<file path="config.mk">
export PLATFORM = sky130hd
export DESIGN_NAME = clmul_iter_unit_flat
export DESIGN_NICKNAME = d
export VERILOG_FILES = /design/src/rtl/clmul_iter_unit_pkg.sv /design/src/rtl/clmul_iter_unit_if.sv /design/src/rtl/clmul_iter_unit_step.sv /design/src/rtl/clmul_iter_unit.sv /design/src/flat_wrapper.sv
export SDC_FILE = /design/constraint.sdc
export NUM_CORES = 1
export LEC_CHECK = 0
export ABC_AREA = 0
export CORE_MARGIN = 10
export CORE_UTILIZATION = 62
export CTS_CLUSTER_SIZE = 8
export DETAILED_ROUTE_END_ITERATION = 7
export DONT_BUFFER_PORTS = 1
export PLACE_DENSITY = 0.89
export SLEW_MARGIN = 20
export SYNTH_ARGS = -nofsm -noshare
export SYNTH_HDL_FRONTEND = slang
export SYNTH_SLANG_ARGS = --single-unit
</file>
<file path="constraint.sdc">
create_clock -name clk_i -period 21.2 [get_ports clk_i]
set_input_delay 0 -clock clk_i [delete_from_list [all_inputs] [get_ports clk_i]]
set_output_delay 0 -clock clk_i [all_outputs]
set_load 0.03 [all_outputs]
</file>
<file path="src/rtl/clmul_iter_unit_pkg.sv">
// Shared types for the iterative carry-less multiply unit.
// Op encodings follow the Zbc CLMUL family.
package clmul_iter_unit_pkg;

    typedef enum logic [1:0] {
        CLMUL  = 2'd0,
        CLMULH = 2'd1,
        CLMULR = 2'd2
    } clmul_op_e;

    typedef enum logic [1:0] {
        IDLE = 2'd0,
        BUSY = 2'd1,
        DONE = 2'd2
    } clmul_state_e;

    localparam int CLMUL_BPC = 4;

endpackage

</file>
<file path="src/rtl/clmul_iter_unit_if.sv">
// Request/response handshake bundle of the clmul unit.
// Signal names are from the unit's point of view.
interface clmul_iter_unit_if
    import clmul_iter_unit_pkg::*;
#(
    parameter int XLEN          = 64,
    parameter int TRANS_ID_BITS = 3
);

    logic                     valid_i;
    logic                     ready_o;
    clmul_op_e                op_i;
    logic [XLEN-1:0]          operand_a_i;
    logic [XLEN-1:0]          operand_b_i;
    logic [TRANS_ID_BITS-1:0] trans_id_i;
    logic                     valid_o;
    logic                     ready_i;
    logic [XLEN-1:0]          result_o;
    logic [TRANS_ID_BITS-1:0] trans_id_o;

    modport master (
        output valid_i, op_i, operand_a_i, operand_b_i, trans_id_i,
        output ready_i,
        input  ready_o, valid_o, result_o, trans_id_o
    );

    modport slave (
        input  valid_i, op_i, operand_a_i, operand_b_i, trans_id_i,
        input  ready_i,
        output ready_o, valid_o, result_o, trans_id_o
    );

endinterface

</file>
<file path="src/rtl/clmul_iter_unit_step.sv">
// One BUSY iteration: retire BPC bits of the multiplier.
// Purely combinational; the top registers the outputs.
module clmul_iter_unit_step #(
    parameter int XLEN = 64,
    parameter int BPC  = 4
) (
    input  logic [2*XLEN-1:0] acc_i,
    input  logic [2*XLEN-1:0] a_sh_i,
    input  logic [XLEN-1:0]   b_rem_i,
    output logic [2*XLEN-1:0] acc_o,
    output logic [2*XLEN-1:0] a_sh_o,
    output logic [XLEN-1:0]   b_rem_o
);

    always_comb begin
        acc_o = acc_i;
        for (int i = 0; i < BPC; i++) begin
            if (b_rem_i[i]) begin
                acc_o = acc_o ^ (a_sh_i << i);
            end
        end
        a_sh_o  = a_sh_i << BPC;
        b_rem_o = b_rem_i >> BPC;
    end

endmodule

</file>
<file path="src/rtl/clmul_iter_unit.sv">
// Iterative carry-less multiplier (CLMUL/CLMULH/CLMULR).
// Terminates as soon as the remaining multiplier bits are zero.
module clmul_iter_unit
    import clmul_iter_unit_pkg::*;
#(
    parameter int XLEN          = 64,
    parameter int BPC           = CLMUL_BPC,
    parameter int TRANS_ID_BITS = 3
) (
    input  logic         clk_i,
    input  logic         rst_i,
    input  logic         flush_i,
    clmul_iter_unit_if.slave io
);

    clmul_state_e             state_q;
    logic [2*XLEN-1:0]        acc_q;
    logic [2*XLEN-1:0]        a_sh_q;
    logic [XLEN-1:0]          b_rem_q;
    clmul_op_e                op_q;
    logic [TRANS_ID_BITS-1:0] tag_q;
    logic                     valid_q;
    logic [XLEN-1:0]          result_q;
    logic [TRANS_ID_BITS-1:0] tid_out_q;

    logic [2*XLEN-1:0]        acc_n;
    logic [2*XLEN-1:0]        a_sh_n;
    logic [XLEN-1:0]          b_rem_n;
    logic [XLEN-1:0]          res_sel;

    clmul_iter_unit_step #(
        .XLEN (XLEN),
        .BPC  (BPC)
    ) u_step (
        .acc_i   (acc_q),
        .a_sh_i  (a_sh_q),
        .b_rem_i (b_rem_q),
        .acc_o   (acc_n),
        .a_sh_o  (a_sh_n),
        .b_rem_o (b_rem_n)
    );

    // Reserved encoding falls through to the low half.
    always_comb begin
        res_sel = acc_n[XLEN-1:0];
        unique case (1'b1)
            (op_q == CLMULH): res_sel = acc_n[2*XLEN-1:XLEN];
            (op_q == CLMULR): res_sel = acc_n[2*XLEN-2:XLEN-1];
            default:          res_sel = acc_n[XLEN-1:0];
        endcase
    end

    assign io.ready_o    = (state_q == IDLE) & ~flush_i;
    assign io.valid_o    = valid_q;
    assign io.result_o   = result_q;
    assign io.trans_id_o = tid_out_q;

    always_ff @(posedge clk_i or posedge rst_i) begin
        if (rst_i) begin
            state_q   <= IDLE;
            acc_q     <= '0;
            a_sh_q    <= '0;
            b_rem_q   <= '0;
            op_q      <= CLMUL;
            tag_q     <= '0;
            valid_q   <= 1'b0;
            result_q  <= '0;
            tid_out_q <= '0;
        end else if (flush_i) begin
            state_q <= IDLE;
            valid_q <= 1'b0;
        end else begin
            unique case (state_q)
                IDLE: begin
                    if (io.valid_i) begin
                        acc_q   <= '0;
                        a_sh_q  <= {{XLEN{1'b0}}, io.operand_a_i};
                        b_rem_q <= io.operand_b_i;
                        op_q    <= io.op_i;
                        tag_q   <= io.trans_id_i;
                        state_q <= BUSY;
                    end
                end
                BUSY: begin
                    acc_q   <= acc_n;
                    a_sh_q  <= a_sh_n;
                    b_rem_q <= b_rem_n;
                    if (b_rem_n == '0) begin
                        state_q   <= DONE;
                        valid_q   <= 1'b1;
                        result_q  <= res_sel;
                        tid_out_q <= tag_q;
                    end
                end
                DONE: begin
                    if (io.ready_i) begin
                        state_q <= IDLE;
                        valid_q <= 1'b0;
                    end
                end
                default: begin
                    state_q <= IDLE;
                    valid_q <= 1'b0;
                end
            endcase
        end
    end

endmodule
</file>
<file path="src/flat_wrapper.sv">
// flat-port wrapper written by rule: the top's interface ports become plain ports
module clmul_iter_unit_flat import clmul_iter_unit_pkg::*;
#(
    parameter int XLEN          = 64,
    parameter int BPC           = CLMUL_BPC,
    parameter int TRANS_ID_BITS = 3
)
  (clk_i, rst_i, flush_i, io_valid_i, io_op_i, io_operand_a_i, io_operand_b_i, io_trans_id_i, io_ready_i, io_ready_o, io_valid_o, io_result_o, io_trans_id_o);
  clmul_iter_unit_if #(.XLEN(XLEN), .TRANS_ID_BITS(TRANS_ID_BITS)) io_i ();
  input  logic clk_i;
  input  logic rst_i;
  input  logic flush_i;
  input wire logic [$bits(io_i.valid_i)-1:0] io_valid_i;
  input wire logic [$bits(io_i.op_i)-1:0] io_op_i;
  input wire logic [$bits(io_i.operand_a_i)-1:0] io_operand_a_i;
  input wire logic [$bits(io_i.operand_b_i)-1:0] io_operand_b_i;
  input wire logic [$bits(io_i.trans_id_i)-1:0] io_trans_id_i;
  input wire logic [$bits(io_i.ready_i)-1:0] io_ready_i;
  output wire logic [$bits(io_i.ready_o)-1:0] io_ready_o;
  output wire logic [$bits(io_i.valid_o)-1:0] io_valid_o;
  output wire logic [$bits(io_i.result_o)-1:0] io_result_o;
  output wire logic [$bits(io_i.trans_id_o)-1:0] io_trans_id_o;
  assign io_i.valid_i = io_valid_i;
  assign io_i.op_i = io_op_i;
  assign io_i.operand_a_i = io_operand_a_i;
  assign io_i.operand_b_i = io_operand_b_i;
  assign io_i.trans_id_i = io_trans_id_i;
  assign io_i.ready_i = io_ready_i;
  assign io_ready_o = io_i.ready_o;
  assign io_valid_o = io_i.valid_o;
  assign io_result_o = io_i.result_o;
  assign io_trans_id_o = io_i.trans_id_o;
  clmul_iter_unit #(.XLEN(XLEN), .BPC(BPC), .TRANS_ID_BITS(TRANS_ID_BITS)) u_core (.clk_i(clk_i), .rst_i(rst_i), .flush_i(flush_i), .io(io_i));
endmodule
</file>
==> results of run 1 <==
layout make-up:
type	count	area share, %
Inverter	7	0.1255
Sequential cell	395	36.77
Tap cell	511	2.375
Clock inverter	3	0.2045
Antenna cell	12	0.1115
Multi-Input combinational cell	1777	48.12
Clock buffer	59	5.247
Timing Repair Buffer	186	7.046
cell usage in the layout, fill, tap and decap left out, types with 29 or more instances in the layout:
master           n
a21oi_1         40
a221o_1         35
a221oi_1        29
a22o_1         190
clkbuf_16       56
dfrtp_1        391
dlygate4sd3_1  166
mux2i_1        120
nand2_1        711
nor2_1          31
o21ai_0        165
o31ai_1         31
xnor2_1        160
xnor3_1        125
xor2_1          98
worst max path at each step:
stage / startpoint / to / depth (start not counted)
after floorplan: rst_i / u_core.a_sh_q[0] / 1
after global placement: u_core.state_q[0] / u_core.io.result_o[45] / 7
after detailed placement: u_core.state_q[0] / u_core.io.result_o[41] / 7
after CTS: u_core.state_q[0] / u_core.op_q[1] / 6
after global routing: u_core.state_q[0] / u_core.b_rem_q[5] / 5
final: u_core.state_q[0] / u_core.b_rem_q[9] / 5
synth_stat cells:
cell      count  area, um2
nor4_2        1      12.51
mux2i_1     120       1201
buf_2        42      210.2
xor2_1       98      858.3
or4_1         1      7.510
xnor2_1     160       1401
inv_1         7      26.28
clkbuf_1    123      461.7
a21o_1        1      7.510
buf_6         2      22.52
a21oi_1      40      200.2
nor2b_1       1      6.260
buf_1        16      60.06
xnor3_1     125       2815
nand4_1       4      25.02
nand3_1       1      5.000
nor3b_2       1      12.51
or3_1         1      6.260
o22ai_1       2      12.51
a22o_1      190       1664
a21oi_2       1      8.760
a221o_1      35      350.3
o31ai_1      31      232.7
nor4_1       15      93.84
o21ai_0     165      825.8
o21ai_1       1      5.000
a221oi_1     29      254.0
nor2_1       31      116.4
nand2b_1      1      6.260
and2_1        1      6.260
ha_1          2      25.02
mux2_2        6      67.56
buf_4         2      15.01
nand2_1     712       2673
nor3_1        1      5.000
dfrtp_1     395       9884
layer usage:
layer  share of wire [%]  wire (um)
met1                  36      25890
met2                  47      33850
met3                  12       8307
met4                 5.1       3655
met5               0.020         14
flip-flops by register name, indices dropped and copies added (netlist names):
register              count
u_core.state_q            2
u_core.b_rem_q           64
u_core.op_q               2
u_core.io.valid_o         1
u_core.io.trans_id_o      3
u_core.a_sh_q           128
u_core.acc_q            128
u_core.io.result_o       64
u_core.tag_q              3
stage by stage:
step	cells	instance area (um2)	hold WS [ns]
after floorplan	2364	23590	0.06314
after global placement	2707	23670	0.06676
after detailed placement	2707	23670	0.07964
after CTS	2935	26800	0.003157
after global routing	2947	26910	0.05742
final	2950	26920	0.02022
kinds of logic (layout without fill, tap and decap cells):
family                   Yosys count  in the layout  share of synthesized area, %
AO/OA/AOI/OAI                    495            495                         15.10
XOR/XNOR                         383            383                         21.52
adder cells (fa/ha/maj)            2              2                        0.1061
buffers and inverters            192            255                         3.374
flip-flops                       395            395                         41.91
multiplexers                     126            126                         5.379
other                              0             12                             0
AND/OR/NAND/NOR                  771            771                         12.62
report_power, final:
part / internal (mW) / switching (mW)
Combinational: 0.327 / 0.414
Sequential: 0.857 / 0.144
Clock: 0.474 / 0.324
tightest hold or removal path, cell delays in order:
cell and delay, ns:
nand2b_1 0.09, buf_4 0.34, o31ai_1 0.13
==> out/metrics.yaml, run 1 <==
status: "finished, final reports clean"
use_met1_pct: 37.14
cp.arrival_ns: 3.87
layout-drive-gt1-share_pct: 4.120
cts_max_level: 2
ys_types: 36
cpPeakStageDelay_ns: 0.88
drt_pass1_iterations: 6
cp.required_ns: 21.67
die_w_um: 215.0
pre_cts_ws_ns: 18.08
die_height_um: 215.0
crit_chain: "nor2b_4, buf_4, mux2i_1, o21ai_0, dlygate4sd3_1"
synth_cells: 2364
place.gp.congestion: 0.8609
syn_nets: 2504
min_path_type: "primary input to flop"
tightest_slew_ns: 1.137
area_delta_synth_final_pct: 14.14
cp-start-kind: "flop"
grt.busiest_layer: "met2"
holdPathStages: 3
num_rows: 71
clk_latency_ns: 0.59
drc_errors: 0
skew_ns: 0.02000
core-area_um2: 37580
ioPinCount: 207
slowest_stage: "buf_4"
nets: 2562
cts_tree: "done"
antenna_found_initial: 12
max_cap_violations: 0
drv_slew: 0
cts_buffers: 55
vias: 19558
finalHoldViolations: 0
fin_util_pct: 71.64
multiInputGateArea_um2: 12950
finalSetupViolCount: 0
setup_ws_ns: 17.80
drtIter0Drc: 2475
clkTransAtPathRegs_ns: 0.05
rrSetupSlack_ns: 17.80
post_drt_wl_per_cell_um: 24.31
seq_area_frac_synth_pct: 41.91
path_buf_inv: 2
fillers: 2254
path_class: "flop to flop"
dp_hpwl_um: 39760
hold_end: "u_core.acc_q[0]"
synth.avg_cell_area_um2: 9.977
r2r-start: "u_core.state_q[0]"
track_usage_pct: 29.93
clockRootBuffer: "clkbuf_16"
critPathMaxFanout: 57
cts_sinks: 395
clock.fmax_mhz: 294.1
yosysWarningCount: 0
p_leak_nw: 12.74
dieArea_um2: 46240
p_per_area_nw_per_um2: 94.35
cts_buffer_depth: 3
cts-resized-gates: 0
fin_crit_sh_pct: 16.04
grt_max_degree: 274
grt_use_met3_pct: 7.823
final.min_clock_period_ns: 3.400
peakVddDrop_v: 0.00006756
grt_setup_unrepaired: "no"
wirelength_um: 71710
vias_per_cell: 6.630
grt_pass1_wl_um: 112700
total_power_mw: 2.540
grt_pass1_vias: 19782
slew_headroom_pct: 24.22
ctsHoldBuffers: 166
grt_overflow_total: 0
portBuffers: 0
hold_start: "flush_i"
seq_area_um2: 9899
post_cts_buffers: 0
ant_nets: 0
r2r-end: "u_core.b_rem_q[9]"
netlist_area_um2: 23590
ff2ff_path_depth: 5
start_util_pct: 62.76
endpoint_kind: "flop"
ys_ff_latch: 395
cp_top_family: "buffers and inverters"
setup_tns_ns: 0
use_met2_pct: 48.09
Note: power is estimated with default switching activity, not from simulation.
==> run 2, diff against run 1 <==
- CORE_UTILIZATION: 62 -> 59
- clock period: 21.2 -> 2.7 ns (I/O delays scaled with it)
==> out/metrics.yaml, run 2 (synthesized netlist as in run 1, its figures left out) <==
portBuffers: 0  # unchanged
rrSetupSlack_ns: 0.05  # -17.75 ns
die_height_um: 219.9  # +2.3%
fin_cells: 3009  # +2.0%
fillers: 2446  # +8.5%
violations: "design-rule violations"
endpoint_kind: "flop"
drv_slew: 0  # unchanged
ant_nets: 0  # unchanged
largestRegisters: "u_core.a_sh_q x128, u_core.acc_q x128"
ioPinCount: 207  # unchanged
layout-drive-gt1-share_pct: 5.267  # +1.1 points
drtIter0Drc: 2812  # +14%
final_common_cell: "nand2_1"
cp_top_family: "simple AND/OR/NAND/NOR gates"
cts_buffers: 55  # unchanged
final_area_um2: 27420  # +1.9%
clk_latency_ns: 0.61  # +0.02 ns
drc_errors: 1  # +1
die_w_um: 219.9  # +2.3%
clock.fmax_mhz: 377.3  # +28%
pre_cts_ws_ns: 0.1803  # -17.90 ns
num_rows: 73  # +2.8%
placed_area_um2: 24130  # +1.9%
wirelength_um: 73230  # +2.1%
clkTransAtPathRegs_ns: 0.06  # about the same
fin_crit_sh_pct: 98.16  # +82 points
setup_ws_ns: 0.04973  # -17.75 ns
cts_tree: "done"
status: "finished, violations left"
cpPeakStageDelay_ns: 0.85  # -0.03 ns
vias: 20093  # +2.7%
path_buf_inv: 1  # -1
cts_buffer_depth: 3  # unchanged
cp-start-kind: "flop"
dp_hpwl_um: 42900  # +7.9%
p_per_area_nw_per_um2: 736.5  # +680%
slowest_stage: "or4_2"
grt_max_degree: 162  # -41%
slew_headroom_pct: 28.60  # +4.4 points
place.gp.congestion: 0.8800  # +2.2%
clockRootBuffer: "clkbuf_16"
grt_setup_unrepaired: "no"
tightest_slew_ns: 1.070  # -0.06694 ns
start_util_pct: 59.50  # -3.3 points
vias_per_cell: 6.678  # +0.72%
multiInputGateArea_um2: 12960  # about the same
total_power_mw: 20.20  # +700%
p_leak_nw: 12.97  # +1.8%
cp.required_ns: 3.23  # -18.44 ns
placedCellCount: 2752  # +1.7%
skew_ns: 0.03479  # +0.01479 ns
max_cap_violations: 0  # unchanged
cts_max_level: 2  # unchanged
post_drt_wl_per_cell_um: 24.34  # +0.10%
area_delta_synth_final_pct: 16.28
cp.arrival_ns: 3.18  # -0.69 ns
grt_pass1_wl_um: 115400  # +2.4%
finalSetupViolCount: 0  # unchanged
dieArea_um2: 48370  # +4.6%
peakVddDrop_v: 0.0006365  # +840%
grt_pass1_vias: 20139  # +1.8%
mostFrequentLayoutCells: "nand2_1 (711), dfrtp_1 (391), a22o_1 (190)"
whs_ns: 0.06815  # +0.04793 ns
final.min_clock_period_ns: 2.650  # -0.7500 ns
critPathMaxFanout: 64  # +12%
path_class: "flop to flop"
crit_chain: "nor4_1, nand4_1, or4_2, buf_12, a21oi_1, a22o_1"
cts_sinks: 395  # unchanged
track_usage_pct: 29.88  # -0.051 points
seq_area_um2: 9899  # unchanged
core-area_um2: 39640  # +5.5%
drt_pass1_iterations: 8  # +2
grt_overflow_total: 0  # unchanged
post_cts_buffers: 0  # unchanged
finalHoldViolations: 0  # unchanged
antenna_found_initial: 19  # +7
nets: 2602  # +1.6%
min_path_type: "primary input to asynchronous set/reset pin"
-- run 2: changes by cell type in the layout (fill, tap and decap cells not counted), sizes merged --
cell,delta
buf,+28
dlygate4sd3,+12
diode,+4
clkinv,+2
bufinv,-1
clkinvlp,+1
inv,-1
-- run 2: metrics by stage --
step,setup TNS (ns),util [%]
detailed placement,0,60.88
global placement,0,60.88
floorplan,-1033.25,-
global route,0,69.17
CTS,0,69.04
finish,0,69.18
-- run 2: area by class of cell --
type | count | share of cell area (%)
repair buffers | 226 | 8.692
clock inverters | 4 | 0.2190
diodes | 16 | 0.1460
well taps | 525 | 2.395
clock buffers | 59 | 5.073
flip-flops and latches | 395 | 36.10
inverters | 7 | 0.1095
multi-input cells | 1777 | 47.27
-- run 2: path summary, 6_finish.rpt --
path                                    startpoint                      to  cells past startpoint
worst min register to register     u_core.acc_q[0]         u_core.acc_q[0]                      1
worst min-delay path                         rst_i        u_core.acc_q[20]                      2
worst max register to register  u_core.b_rem_q[15]  u_core.io.result_o[47]                      6
min in group clk_i              io_operand_b_i[61]      u_core.b_rem_q[61]                      3
worst max-delay path            u_core.b_rem_q[15]  u_core.io.result_o[47]                      6
max in group asynchronous                    rst_i       u_core.a_sh_q[42]                      3
-- run 2: routing by layer --
metal	global-route usage, %	up-vias	wire, um
li1	-	8334	-
met1	36.70	9823	26120
met2	48.29	1578	34370
met3	8.049	352	8514
met4	14.27	6	4194
met5	0	-	30
-- run 2: timing repair --
item / in CTS / in global routing
endpoints found under the hold margin: 242 / 0
gates resized for setup: 0 / 4
endpoints found under the setup margin: 0 / 31
hold buffers: 178 / 0
-- run 2: power breakdown --
part / total [mW] / switching [mW] / internal (mW)
combinational: 6.22 / 3.49 / 2.73
sequential: 7.78 / 1.06 / 6.73
clock: 6.20 / 2.60 / 3.59
total: 20.2 / 7.15 / 13.0
